<file path="src/rtl/rv32i_types.sv">
// rv32i_types: shared CDB payload layout, source ids and round-robin helper
package rv32i_types;
  localparam int CDB_TAG_W = 4;
  localparam int CDB_PTR_W = 4;
  typedef enum logic [1:0] {SRC_ALU = 2'd0, SRC_MDU = 2'd1, SRC_LSU = 2'd2} src_e;
  typedef struct packed {
    logic [CDB_TAG_W-1:0] tag;
    logic [CDB_PTR_W-1:0] inst_id;
    logic [31:0]          wdata;
  } cdb_pkt_t;
  function automatic src_e src_add(src_e s, logic [1:0] k);
    logic [2:0] t;
    logic [2:0] u;
    t = {1'b0, s} + {1'b0, k};
    u = t >= 3'd3 ? t - 3'd3 : t;
    return src_e'(u[1:0]);
  endfunction
endpackage

</file>
<file path="src/rtl/cdb_src_fifo.sv">
// cdb_src_fifo: per-source result queue with ready derived from registered count
module cdb_src_fifo #(
  parameter int DW     = 40,
  parameter int QDEPTH = 2
) (
  input  logic          clk,
  input  logic          rst,
  input  logic          flush,
  input  logic          valid,
  output logic          ready,
  input  logic [DW-1:0] din,
  input  logic          pop,
  output logic          nonempty,
  output logic [DW-1:0] head
);
  localparam int AW = $clog2(QDEPTH);
  localparam int CW = $clog2(QDEPTH + 1);
  logic [AW-1:0] wr_q, wr_d, rd_q, rd_d;
  logic [CW-1:0] cnt_q, cnt_d;
  logic [DW-1:0] mem_q [QDEPTH];
  logic          push;
  always_comb begin
    ready    = cnt_q != CW'(QDEPTH);
    nonempty = cnt_q != '0;
    push     = valid && ready && !flush;
    head     = mem_q[rd_q];
    wr_d     = flush ? '0 : wr_q + AW'(push);
    rd_d     = flush ? '0 : rd_q + AW'(pop);
    cnt_d    = flush ? '0 : cnt_q + CW'(push) - CW'(pop);
  end
  always_ff @(posedge clk) begin
    if (rst) begin
      wr_q  <= '0;
      rd_q  <= '0;
      cnt_q <= '0;
    end else begin
      wr_q  <= wr_d;
      rd_q  <= rd_d;
      cnt_q <= cnt_d;
    end
  end
  always_ff @(posedge clk) begin
    if (push) mem_q[wr_q] <= din;
  end
endmodule

</file>
<file path="src/rtl/cdb_arb.sv">
// cdb_arb: three queued result sources arbitrated round-robin onto one common data bus
module cdb_arb
  import rv32i_types::*;
#(
  parameter int TAG_W  = CDB_TAG_W,
  parameter int PTR_W  = CDB_PTR_W,
  parameter int QDEPTH = 2
) (
  input  logic             clk,
  input  logic             rst,
  input  logic             flush,
  input  logic             alu_valid,
  output logic             alu_ready,
  input  logic [TAG_W-1:0] alu_tag,
  input  logic [PTR_W-1:0] alu_inst_id,
  input  logic [31:0]      alu_wdata,
  input  logic             mdu_valid,
  output logic             mdu_ready,
  input  logic [TAG_W-1:0] mdu_tag,
  input  logic [PTR_W-1:0] mdu_inst_id,
  input  logic [31:0]      mdu_wdata,
  input  logic             lsu_valid,
  output logic             lsu_ready,
  input  logic [TAG_W-1:0] lsu_tag,
  input  logic [PTR_W-1:0] lsu_inst_id,
  input  logic [31:0]      lsu_wdata,
  output logic             cdb_wr,
  output logic [TAG_W-1:0] cdb_tag,
  output logic [PTR_W-1:0] cdb_inst_id,
  output logic [31:0]      cdb_wdata,
  output logic [1:0]       cdb_src
);
  localparam int DW = TAG_W + PTR_W + 32;
  logic [2:0]         valid, ready, nonempty, pop;
  logic [2:0][DW-1:0] din, head;
  logic [DW-1:0]      gnt_pkt;
  logic               any, gnt;
  src_e               rr_q, rr_d, gnt_idx;
  assign valid = {lsu_valid, mdu_valid, alu_valid};
  assign din   = {{lsu_tag, lsu_inst_id, lsu_wdata}, {mdu_tag, mdu_inst_id, mdu_wdata}, {alu_tag, alu_inst_id, alu_wdata}};
  assign {lsu_ready, mdu_ready, alu_ready} = ready;
  for (genvar i = 0; i < 3; i++) begin : g_q
    cdb_src_fifo #(.DW(DW), .QDEPTH(QDEPTH)) u_fifo (
      .clk      (clk),
      .rst      (rst),
      .flush    (flush),
      .valid    (valid[i]),
      .ready    (ready[i]),
      .din      (din[i]),
      .pop      (pop[i]),
      .nonempty (nonempty[i]),
      .head     (head[i])
    );
  end
  always_comb begin
    any     = 1'b0;
    gnt_idx = rr_q;
    for (int k = 2; k >= 0; k--) begin
      if (nonempty[src_add(rr_q, 2'(k))]) begin
        any     = 1'b1;
        gnt_idx = src_add(rr_q, 2'(k));
      end
    end
    gnt         = any && !flush;
    pop         = gnt ? 3'b001 << gnt_idx : 3'b000;
    gnt_pkt     = gnt ? head[gnt_idx] : '0;
    rr_d        = gnt ? src_add(gnt_idx, 2'd1) : rr_q;
    cdb_wr      = gnt;
    cdb_src     = gnt ? gnt_idx : 2'd0;
    {cdb_tag, cdb_inst_id, cdb_wdata} = gnt_pkt;
  end
  always_ff @(posedge clk) begin
    rr_q <= rst ? SRC_ALU : rr_d;
  end
endmodule

</file>
<file path="config.mk">
export PLATFORM = sky130hd
export DESIGN_NAME = cdb_arb
export DESIGN_NICKNAME = d
export VERILOG_FILES = /design/src/rtl/rv32i_types.sv /design/src/rtl/cdb_src_fifo.sv /design/src/rtl/cdb_arb.sv
export SDC_FILE = /design/constraint.sdc
export NUM_CORES = 1
export LEC_CHECK = 0
export ABC_CLOCK_PERIOD_IN_PS = 5900
export BUFFER_PORTS_ARGS = -buffer_cell sky130_fd_sc_hd__buf_2
export CAP_MARGIN = 40
export CORE_MARGIN = 3
export CORE_UTILIZATION = 50
export DETAILED_ROUTE_END_ITERATION = 12
export GPL_TIMING_DRIVEN = 0
export PLACE_DENSITY = 0.83
export SLEW_MARGIN = 20
export SYNTH_ARGS = -nofsm -noshare
export SYNTH_HDL_FRONTEND = slang
export SYNTH_SLANG_ARGS = --single-unit
</file>
<file path="constraint.sdc">
create_clock -name clk -period 5.9 [get_ports clk]
set_input_delay 0.59 -clock clk [delete_from_list [all_inputs] [get_ports clk]]
set_output_delay 0.59 -clock clk [all_outputs]
set_load 0.005 [all_outputs]
</file>
After elaboration in Yosys (flattened, before gate mapping)
Memory sizes are Yosys's and may differ from the RTL's. A register that Yosys moved wholly into a read port is not among the register bits.
Cells that the tools add are included.
Widths: inputs -> output; s select.
Word-level totals
  memory bits (writable): 240
  register bits: 14
  memories: 3
  logic and storage cells: 86
Memories
  g_q[0].u_fifo.mem_q: words 2, bits a word 40, rd ports 1, clocked after memory_dff 1, write ports 1, RTL line cdb_src_fifo.sv:20  | logic [DW-1:0] mem_q [QDEPTH];
  g_q[1].u_fifo.mem_q: words 2, bits a word 40, rd ports 1, clocked after memory_dff 1, write ports 1, RTL line cdb_src_fifo.sv:20
  g_q[2].u_fifo.mem_q: words 2, bits a word 40, rd ports 1, clocked after memory_dff 1, write ports 1, RTL line cdb_src_fifo.sv:20
Operators by class
  $add $sub $neg: 19
  shift operators: 1
  reductions and logical operators: 12
  equal/unequal tests: 3
  $lt $le $gt $ge: 8
  multiplexer cells: 30
Operators with widths (count)
  $bmux 40 s2: 1
  $mux 40: 2
  $mux 2: 8
  $mux 1: 15
  $lt 2x3->1 const B: 4
  $ge 3x2->1 const B: 3
  $sub 2x2->2 const B: 4
  $logic_and 1x1->1: 7
  $add 1x1->1: 6
  $add 2x1->2: 3
  $add 2x1->3 const B: 2
  $bmux 1 s2: 3
  $ne 2x2->1 const B: 3
  $reduce_bool 2->1: 3
  $sub 2x1->2: 3
  $add 2x2->3 const B: 1
  $mux 3: 1
  $shl 1x2->3 const A: 1
  $ge 2x2->1 const B: 1
  $reduce_or 2->1: 1
  $logic_not 1->1: 1

Longest topological paths before layout
Gate-level depths: netlist of run 1.
  depth after elaboration: 12
  gate-level depth with buffers: 17
  depth with buffers taken out: 15

Hierarchy
Synthesis of run 1 repeated with hierarchy kept, for this count alone.
Second synthesis, totals
  cell total of the unflattened synthesis: 727
  area total of the unflattened synthesis: 12240.5 um2
Modules (own cells, without submodules)
  cdb_src_fifo: cells each 145, seq. area each 2482.4 um2, area an instance 3320.7 um2, instances 3
  cdb_arb: cells each 292, seq. area each 40.0 um2, area an instance 2278.4 um2, instances 1

Least setup slack after synthesis of run 1
Ideal clock, no wire load.
  path kind: register to register
  start point: register rr_q[0]
  end point: register g_q[2].u_fifo.cnt_q[1]
  stages on the path, launching flop included: 17
  required time: 5774 ps
  path buffers: 3
  setup slack: 2831 ps
  library setup time: 126 ps
  data arrival time: 2943 ps
  cells stage by stage: dfxtp_1 > inv_1 > ha_1 > buf_2 > nor2_1 > a2111oi_0 > a221oi_2 > buf_4 > buf_2 > ha_1 > and2_1 > ha_1 > inv_1 > ha_1 > xor2_1 > xnor2_1 > nor2_1
Between the ends
  word-level cells in the longest chain between the ends: 11
  elaborated cells on any way between the ends: 27
  those cells by class: add/sub (6); order compare (3); shift (1); mux (16); reduce/logical (1)
RTL lines
  start, declared: RTL line cdb_arb.sv:38  | src_e rr_q, rr_d, gnt_idx;
  start signal, assigned: RTL line cdb_arb.sv:73  | rr_q <= rst ? SRC_ALU : rr_d;
  $add 2x2->3: RTL line rv32i_types.sv:14  | t = {1'b0, s} + {1'b0, k};
  $ge 3x2->1 / $sub 2x2->2 (equally long branches): RTL line rv32i_types.sv:15  | u = t >= 3'd3 ? t - 3'd3 : t;
  $mux 2: RTL line rv32i_types.sv:15
  $bmux 1 s2: RTL line cdb_arb.sv:59  | if (nonempty[src_add(rr_q, 2'(k))]) begin
  $mux 1 (implied by the code): RTL line cdb_arb.sv:59
  $mux 2 / $mux 1 (equally long branches) (3 in a row): RTL line cdb_arb.sv:59
  $shl 1x2->3 / $logic_and 1x1->1 (equally long branches): RTL line cdb_arb.sv:65, cdb_arb.sv:64
  $mux 3 (*): RTL line cdb_arb.sv:65  | pop = gnt ? 3'b001 << gnt_idx : 3'b000;
  $sub 2x1->2 (*): RTL line cdb_src_fifo.sv:29  | cnt_d = flush ? '0 : cnt_q + CW'(push) - CW'(pop);
  end signal, assigned: RTL line cdb_src_fifo.sv:39  | cnt_q <= cnt_d;
  end, declared: RTL line cdb_src_fifo.sv:19  | logic [CW-1:0] cnt_q, cnt_d;
Mark *: on every way between the ends. The rest lies on a longest branch, timed or not. The select of a mux whose other input is x is not followed.
A chain may end at the register's enable or synchronous reset.

Worst setup path after layout of run 1
  start point: register rr_q[0]
  end point: output port cdb_wdata[0]
Between the ends
  word-level cells in the longest chain between the ends: 11
  elaborated cells on any way between the ends: 27
  those cells by class: add/sub (5); order compare (3); mux (18); reduce/logical (1)
RTL lines
  $add 2x2->3: RTL line rv32i_types.sv:14
  $ge 3x2->1 / $sub 2x2->2 (equally long branches): RTL line rv32i_types.sv:15
  $mux 2: RTL line rv32i_types.sv:15
  $bmux 1 s2: RTL line cdb_arb.sv:59
  $mux 1 (implied by the code): RTL line cdb_arb.sv:59
  $mux 2 (3 in a row): RTL line cdb_arb.sv:59
  $bmux 40 s2: RTL line cdb_arb.sv:66  | gnt_pkt = gnt ? head[gnt_idx] : '0;
  $mux 40 (implied by the code): RTL line cdb_arb.sv:66
  $mux 40 (*): RTL line cdb_arb.sv:66
  end, declared: RTL line cdb_arb.sv:30  | output logic [31:0] cdb_wdata,
Marks and branches as above.

==> results of run 1 <==
[routing by layer]
metal / up-vias / wire, µm / global-route usage
met5: - / 14 / 0
met4: 4 / 543 / 0.0508
met3: 44 / 1600 / 0.0435
met2: 206 / 11600 / 0.364
met1: 2985 / 9200 / 0.256
li1: 2856 / - / -
[cells in the final DEF, fill, tap and decap left out, types with 2 or more instances in the layout]
master / Yosys / final
a211oi_1: 3 / 3
a21oi_1: 44 / 44
and2_1: 6 / 6
and3b_1: 3 / 3
buf_12: 0 / 2
buf_2: 15 / 186
buf_4: 3 / 3
buf_6: 0 / 4
clkbuf_1: 18 / 22
clkbuf_16: 0 / 27
clkinv_1: 1 / 7
clkinv_2: 0 / 5
clkinvlp_4: 0 / 2
dfxtp_1: 14 / 14
edfxtp_1: 240 / 240
ha_1: 15 / 9
ha_2: 0 / 2
ha_4: 0 / 4
inv_1: 15 / 15
mux2_2: 40 / 40
mux2i_1: 80 / 80
nand2_1: 7 / 7
nor2_1: 57 / 57
nor3_1: 3 / 3
nor3b_1: 2 / 2
o211ai_1: 2 / 2
o21a_1: 2 / 2
o21ai_0: 4 / 4
o22ai_1: 40 / 40
o31ai_1: 2 / 2
or2_2: 2 / 2
or3_1: 2 / 2
xnor2_1: 4 / 4
xor2_1: 3 / 3
[state kept, by name, summed over array words and instances (netlist names)]
name	count
g_q.u_fifo.wr_q	3
g_q.u_fifo.rd_q	3
g_q.u_fifo.mem_q	240
g_q.u_fifo.cnt_q	6
rr_q	2
[worst paths after layout]
kind	endpoint	slack, ps	depth (start not counted)
hold / removal	g_q[1].u_fifo.mem_q[0][23]$_DFFE_PP_	250	1
setup / recovery	cdb_wdata[0]	2000	10
setup reg to reg	g_q[2].u_fifo.cnt_q[1]$_SDFF_PP0_	2380	16
hold reg to reg	rr_q[0]$_SDFFE_PP0P_	530	2
[power groups by stage]
stage / combinational [mW] / clock, mW / sequential, mW
6_report: 0.843 / 1.51 / 2.07
3_3_place_gp: 0.814 / 0 / 2.11
4_1_cts: 0.850 / 1.54 / 2.07
5_1_grt: 0.935 / 1.63 / 2.08
2_1_floorplan: 0.516 / 0 / 2.10
3_5_place_dp: 0.841 / 0 / 2.11
[logic make-up after synthesis]
logic type,Yosys count,synth area share
mux,120,0.122
fa+ha+maj,15,0.0184
flops,254,0.733
compound gates,102,0.0605
xor+xnor,7,0.00600
buf+inv,52,0.0220
simple gates,86,0.0377
[layout make-up]
cell class              instances  area (µm²)
clock buffers                  31         691
plain buffers                  36         165
repair buffers                177         941
fillers                      1467        7450
diodes                          1        2.50
flip-flops and latches        254        7490
multi-input cells             330        2560
well taps                     265         332
clock inverters                14        92.6
inverters                      16        60.1
==> results.cfg, run 1 <==
[timing]
hold_slack_ps = 255
setup_viol = 0
report.final.slew_viol_count = 0
final.setup.tns_ps = 0
setup_slack_ps = 2000
slew_headroom = 0.445
period_needed_ps = 3900
finalCritPeriodShare = 0.661
skew_ps = 9.28
rsz0062_at_grt = false
worst_pin_slew_ps = 832
fmax_ghz = 0.256
hold_violations = 0

[status]
status = finished clean

[synth]
synth_fp_nets = 777
syn_inst = 636
yosys.area.top_type = edfxtp_1
ys_types = 36
ys_warn_count = 0
synthFlopType = edfxtp_1
syn_area_mm2 = 0.0102
yosys.area.top_type_share = 0.705
ys_seq_area_frac = 0.733
synthTopCellsByCount = edfxtp_1, mux2i_1, nor2_1
synth_edf_count = 240
postSynthAreaPerCell_um2 = 16.1
yosys-top-cells-area = edfxtp_1, mux2i_1, mux2_2, dfxtp_1, o22ai_1
synthArstFlopShare = 0
ys_ff_latch = 254
synth.most_common_cell = edfxtp_1

[power_and_ir_drop]
intPower_mw = 3.25
peakVddDrop_uv = 341
p_leak_nw = 4.38
seqPwrFrac = 0.468
clockPowerShare = 0.342
swShare = 0.266
p_switching_mw = 1.18
cellPowerDensity_mw_per_mm2 = 359
p_comb_frac = 0.190
power.total_mw = 4.43

[floorplanning]
coreArea_mm2 = 0.0198
die_w_um = 149
ios = 172
rows = 51
initial_utilization = 0.516
fp.dieArea_mm2 = 0.0222
die_height_um = 149

[final_layout]
finalInstanceArea_mm2 = 0.0123
nets = 982
finish.utilization = 0.623
drive_gt1_frac = 0.328
area_growth_pct = 20.7
fin_cells = 1124

[setup_path]
end_kind = primary output
cp_max_fo = 10
r2r_start = rr_q[0]$_SDFFE_PP0P_
path_cells = inv_1 > ha_1 > buf_2 > and2_1 > a211o_1 > a221oi_2 > clkbuf_1 > a21oi_1 > o22ai_1 > buf_2
start_kind = flop
arrival_ps = 3310
critical-path-top-delay-family = compound AO/OA/AOI/OAI gates
required_ps = 5310
path_class = reg -> out
cpMostUsedCell = buf_2
cpPeakStageDelay_ps = 530
cpMaxStageDelayCell = clkbuf_1
worstSetupStartpoint = rr_q[0]$_SDFFE_PP0P_
path_buf_inv = 4

[drt]
vias_per_cell = 5.42
via_count = 6095
wl_per_cell_um = 20.4
first_pass_iters = 4
drt-initial-drc-count = 403
wirelength_um = 22900
ant_nets = 0
drc = 0

[placement]
place_area_mm2 = 0.0115
dp.cells = 1076
gp_congestion = 0.836
dpl.hpwl_um = 14800
io_buffers = 171
pre_cts_ws_ps = 2330

[grt]
antenna_found_initial = 2
grt_use_total = 0.204
overflow = 0
grt_pass1_vias = 6359
grt_max_degree = 41
grt_pass1_wl_um = 34600

[clock_network]
clock_latency_ps = 520
cts_num_sinks = 254
cts_setup_buffers = 0
cts_hold_buf = 0
htree_levels = 1
cts-root-buf = clkbuf_16
clockBufferDepth = 3
cts_tree = done
cts_resized = 0
path_clk_slew_ps = 60
cts_buffers = 26

[job]
cap_viol_max_count = 0

[hold_path]
hold_path_class = in -> reg
hold_start = mdu_wdata[23]
No activity file was read; power rests on OpenSTA's default activity.
==> run 2: changes to the inputs <==
--- a/config.mk
+++ b/config.mk
@@ -5,7 +5,8 @@
 export SDC_FILE = /design/constraint.sdc
 export NUM_CORES = 1
 export LEC_CHECK = 0
-export ABC_CLOCK_PERIOD_IN_PS = 5900
+export ABC_AREA = 1
+export ABC_CLOCK_PERIOD_IN_PS = 4000
 export BUFFER_PORTS_ARGS = -buffer_cell sky130_fd_sc_hd__buf_2
 export CAP_MARGIN = 40
 export CORE_MARGIN = 3
==> constraint.sdc (replaced) <==
create_clock -name clk -period 4 [get_ports clk]
set_input_delay 0.4 -clock clk [delete_from_list [all_inputs] [get_ports clk]]
set_output_delay 0.4 -clock clk [all_outputs]
set_load 0.005 [all_outputs]
==> results.cfg, run 2 <==
[job]
cap_viol_max_count = 0

[setup_path]
path_cells = inv_1 > ha_1 > inv_2 > nand3_1 > nand2_1 > nand3_1 > nand2_1 > nand2_1 > nand2_2 > buf_1 > nand3_1 > nand2_1 > inv_1 > buf_2
path_buf_inv = 5
end_kind = primary output
required_ps = 3600
cpMostUsedCell = nand2_1
critical-path-top-delay-family = simple AND/OR/NAND/NOR gates
path_class = reg -> out
cpMaxStageDelayCell = buf_1
arrival_ps = 3010
cp_max_fo = 10
start_kind = flop
cpPeakStageDelay_ps = 510

[synth]
synthArstFlopShare = 0
synthTopCellsByCount = nand2_1, edfxtp_1, nor2_1
ys_warn_count = 0
synth_xor_area_frac = 0.00241
synthMuxAreaShare = 0.0412
synth_fp_nets = 1129
synth.most_common_cell = nand2_1
synth_compound_area_frac = 0.00619
ys_seq_area_frac = 0.686
yosys-top-cells-area = edfxtp_1, nand2_1, nor2_1, mux2_2, nand3_1
syn_area_mm2 = 0.0109
postSynthAreaPerCell_um2 = 11.1
yosys.area.top_type_share = 0.660
ys_ff_latch = 254
synth_fa_ha_area_frac = 0.0172
synthFlopType = edfxtp_1
yosys.area_share.simple = 0.201
synth_top_family_by_area = simple AND/OR/NAND/NOR gates
synth_edf_count = 240
ys_types = 25
syn_inst = 988
yosys.area.top_type = edfxtp_1

[timing]
slew_headroom = 0.518
skew_ps = 13.1
setup_viol = 0
finalCritPeriodShare = 0.852
rsz0062_at_grt = false
period_needed_ps = 3410
hold_violations = 0
worst_pin_slew_ps = 723
final.setup.tns_ps = 0
report.final.slew_viol_count = 0
fmax_ghz = 0.293

[power_and_ir_drop]
cellPowerDensity_mw_per_mm2 = 700
peakVddDrop_uv = 466
p_leak_nw = 5.74
power.total_mw = 9.17

[placement]
gp_congestion = 0.802
dpl.hpwl_um = 17800
io_buffers = 171

[grt]
grt_use_total = 0.220
grt_pass1_wl_um = 40800
grt_pass1_vias = 7819
grt_max_degree = 41
overflow = 0
antenna_found_initial = 4

[clock_network]
cts-root-buf = clkbuf_16
clock_latency_ps = 520
cts_hold_buf = 0
cts_tree = done
cts_resized = 0
cts_setup_buffers = 0
clockBufferDepth = 3
htree_levels = 1
cts_num_sinks = 254
path_clk_slew_ps = 60
cts_buffers = 26

[drt]
drc = 0
first_pass_iters = 5
via_count = 7689
drt-initial-drc-count = 509
vias_per_cell = 5.18
wl_per_cell_um = 17.8
wirelength_um = 26500
ant_nets = 0

[final_layout]
top_register = g_q.u_fifo.mem_q
area_growth_pct = 19.9
final_cell_mix = nand2_1, edfxtp_1, buf_2
nets = 1332
reg_top3 = g_q.u_fifo.mem_q: 240 flops, g_q.u_fifo.cnt_q: 6 flops
layout_commonest_cell = nand2_1
largest_register_ffs = 240
drive_gt1_frac = 0.233
finish.utilization = 0.617

[status]
status = finished clean

[floorplanning]
rows = 53
coreArea_mm2 = 0.0212
die_height_um = 154
fp.dieArea_mm2 = 0.0237
die_w_um = 154
initial_utilization = 0.515
ios = 172

[hold_path]
hold_path_class = in -> reg
[run 2: cell type report]
type | instances | area, µm²
inverter | 74 | 278
fill | 1693 | 8120
multi-input combinational | 613 | 2960
timing repair buffer | 175 | 966
clock buffer | 38 | 768
antenna | 2 | 5.00
clock inverter | 7 | 58.8
buffer | 47 | 228
tap | 275 | 344
sequential | 254 | 7490
[run 2: metrics by stage]
stage | hold WS [ps] | worst slack (ps) | instance area, µm² | instances
floorplan | 422 | 1180 | 10900 | 988
finish | 63.8 | 590 | 13100 | 1485
detailed placement | 447 | 730 | 12300 | 1438
CTS | 48.0 | 618 | 13100 | 1483
global placement | 434 | 839 | 12100 | 1434
global route | 45.5 | 289 | 13100 | 1485
[run 2: routing by layer]
| layer | track usage | vias up | wire length (µm) |
|---|---|---|---|
| li1 | - | 3691 | - |
| met1 | 0.284 | 3659 | 10500 |
| met2 | 0.386 | 286 | 13500 |
| met3 | 0.0355 | 49 | 1780 |
| met4 | 0.0622 | 4 | 624 |
| met5 | 0 | - | 25 |
[run 2: path summary, 6_finish.rpt]
check                                                  startpoint                                    to  slack (ps)  depth (start not counted)
worst max register to register               rr_q[0]$_SDFFE_PP0P_     g_q[2].u_fifo.cnt_q[1]$_SDFF_PP0_         750                         20
worst min-delay path                                   alu_tag[2]  g_q[0].u_fifo.mem_q[0][38]$_DFFE_PP_          60                          1
worst max-delay path                         rr_q[0]$_SDFFE_PP0P_                         cdb_wdata[30]         590                         14
worst min register to register  g_q[2].u_fifo.cnt_q[1]$_SDFF_PP0_     g_q[2].u_fifo.cnt_q[1]$_SDFF_PP0_         450                          1
[run 2: report_power, final]
group          internal, mW  leakage [nW]  switching, mW
logic                  1.35          3.02           2.36
clock network          1.39         0.403          0.953
registers              3.07          2.32         0.0460
[run 2: logic make-up (layout without fill, tap and decap cells)]
logic type,count (synthesis),after routing
AO/OA/AOI/OAI,13,13
flip-flops,254,254
AND/OR/NAND/NOR,542,542
XOR/XNOR,3,3
adder cells (fa/ha/maj),15,15
other,0,2
multiplexers,40,40
buffers and inverters,121,341
==> run 3: changes to the inputs <==
--- a/config.mk
+++ b/config.mk
@@ -13,8 +13,10 @@
 export CORE_UTILIZATION = 50
 export DETAILED_ROUTE_END_ITERATION = 12
 export GPL_TIMING_DRIVEN = 0
-export PLACE_DENSITY = 0.83
+export PLACE_DENSITY = 0.82
 export SLEW_MARGIN = 20
 export SYNTH_ARGS = -nofsm -noshare
 export SYNTH_HDL_FRONTEND = slang
+export SYNTH_HIERARCHICAL = 1
 export SYNTH_SLANG_ARGS = --single-unit
+export TNS_END_PERCENT = 10
==> results.cfg, run 3 <==
[status]
status = finished clean

[floorplanning]
die_height_um = 158
ios = 172
fp.dieArea_mm2 = 0.0249
die_w_um = 158
coreArea_mm2 = 0.0222
rows = 54
initial_utilization = 0.518

[setup_path]
cp_max_fo = 10
arrival_ps = 2940
required_ps = 3600
path_class = reg -> out
start_kind = flop
end_kind = primary output

[synth]
postSynthAreaPerCell_um2 = 14.5
synthFlopType = edfxtp_1
ys_seq_area_frac = 0.650
yosys-top-cells-area = edfxtp_1, mux2_4, nand2_1, inv_1, nand3b_1
syn_inst = 796
syn_area_mm2 = 0.0115
synth_fp_nets = 938
synth_edf_count = 240
yosys.area.top_type = edfxtp_1
synthArstFlopShare = 0
ys_types = 23
ys_ff_latch = 254
ys_warn_count = 6
yosys.area.top_type_share = 0.625
synth.most_common_cell = edfxtp_1
synthTopCellsByCount = edfxtp_1, nand2_1, mux2_4

[timing]
setup_viol = 0
report.final.slew_viol_count = 0
fmax_ghz = 0.300
final.setup.tns_ps = 0
rsz0062_at_grt = false
hold_violations = 0
finalCritPeriodShare = 0.835
slew_headroom = 0.639
skew_ps = 14.5
worst_pin_slew_ps = 542
period_needed_ps = 3340

[grt]
grt_pass1_wl_um = 37700
grt_pass1_vias = 7065
overflow = 0
grt_max_degree = 30
grt_use_total = 0.203
antenna_found_initial = 10

[clock_network]
cts_tree = done
cts_setup_buffers = 0
htree_levels = 1
cts-root-buf = clkbuf_16
clock_latency_ps = 540
cts_hold_buf = 0
path_clk_slew_ps = 60
cts_buffers = 27
cts_resized = 0
cts_num_sinks = 254
clockBufferDepth = 3

[placement]
io_buffers = 171
gp_congestion = 0.829
dpl.hpwl_um = 18600

[final_layout]
area_growth_pct = 19.3
drive_gt1_frac = 0.376
largest_register_ffs = 240
layout_commonest_cell = edfxtp_1
top_register = g_q.u_fifo/mem_q
nets = 1144
final_cell_mix = edfxtp_1, buf_2, nand2_1
reg_top3 = g_q.u_fifo/mem_q: 240 flops, g_q.u_fifo/cnt_q: 6 flops

[drt]
wl_per_cell_um = 19.4
drc = 0
drt-initial-drc-count = 493
vias_per_cell = 5.25
via_count = 6839
first_pass_iters = 5
ant_nets = 0
wirelength_um = 25300

[job]
cap_viol_max_count = 0

[power_and_ir_drop]
peakVddDrop_uv = 430
power.total_mw = 8.76
cellPowerDensity_mw_per_mm2 = 637
p_leak_nw = 5.73

[hold_path]
hold_path_class = in -> reg
run 3: path summary, 6_finish.rpt:
check	to	cells past startpoint	startpoint	slack (ps)
setup / recovery	cdb_wdata[28]	15	rr_q[0]$_SDFFE_PP0P_	660
hold reg to reg	rr_q[1]$_SDFFE_PP0P_	2	rr_q[1]$_SDFFE_PP0P_	500
setup reg to reg	g_q[0].u_fifo/cnt_q[1]$_SDFF_PP0_	20	rr_q[0]$_SDFFE_PP0P_	920
hold / removal	g_q[0].u_fifo/mem_q[0][3]$_DFFE_PP_	1	alu_wdata[3]	40
run 3: critical path, cell delays in order (launching register included):
cell and delay, ps:
dfxtp_1 390, inv_1 60, ha_1 340, inv_2 110, nand2_1 60, nand3_1 100
nand2_1 100, nor2_1 130, nand2_1 70, nand2_1 80, nand2_2 90, nor2_2 200
buf_2 290, nand3_1 170, nand2_1 90, buf_2 120
run 3: cells by family after synthesis:
logic type               count (synthesis)  synth area share
AND/OR/NAND/NOR                        276             0.111
AO/OA/AOI/OAI                            6           0.00261
XOR/XNOR                                 3           0.00228
multiplexers                           120             0.155
adder cells (fa/ha/maj)                 16            0.0174
buffers and inverters                  121            0.0617
flip-flops                             254             0.650
run 3: where the power goes:
group | internal, mW | total (mW) | switching, mW | leakage [nW]
logic | 1.30 | 3.25 | 1.96 | 2.99
clock network | 1.43 | 2.41 | 0.987 | 0.424
registers | 3.05 | 3.10 | 0.0402 | 2.32
total | 5.78 | 8.76 | 2.98 | 5.73
run 3: per-layer routing:
metal | vias up | global-route usage | wire (µm)
li1 | 3209 | - | -
met1 | 3284 | 0.237 | 9320
met2 | 248 | 0.368 | 13100
met3 | 82 | 0.0432 | 1710
met4 | 16 | 0.0719 | 1030
met5 | - | 0 | 115
run 3: area by class of cell:
cell class	instances	area (µm²)
plain buffers	35	388
multi-input cells	421	3340
clock buffers	36	739
diodes	3	7.51
flip-flops and latches	254	7490
well taps	280	350
clock inverters	11	123
inverters	86	323
fillers	1659	8480
repair buffers	177	991
run 3: through the flow:
| stage | utilization | cells | area, µm² | setup slack (ps) | hold slack, ps |
|---|---|---|---|---|---|
| after floorplan | - | 796 | 11500 | 1430 | 455 |
| after global placement | 0.573 | 1247 | 12700 | 1050 | 483 |
| after detailed placement | 0.579 | 1253 | 12900 | 958 | 486 |
| after CTS | 0.618 | 1300 | 13700 | 675 | 22.5 |
| after global routing | 0.618 | 1302 | 13700 | 439 | 27.4 |
| final | 0.619 | 1303 | 13800 | 661 | 42.5 |
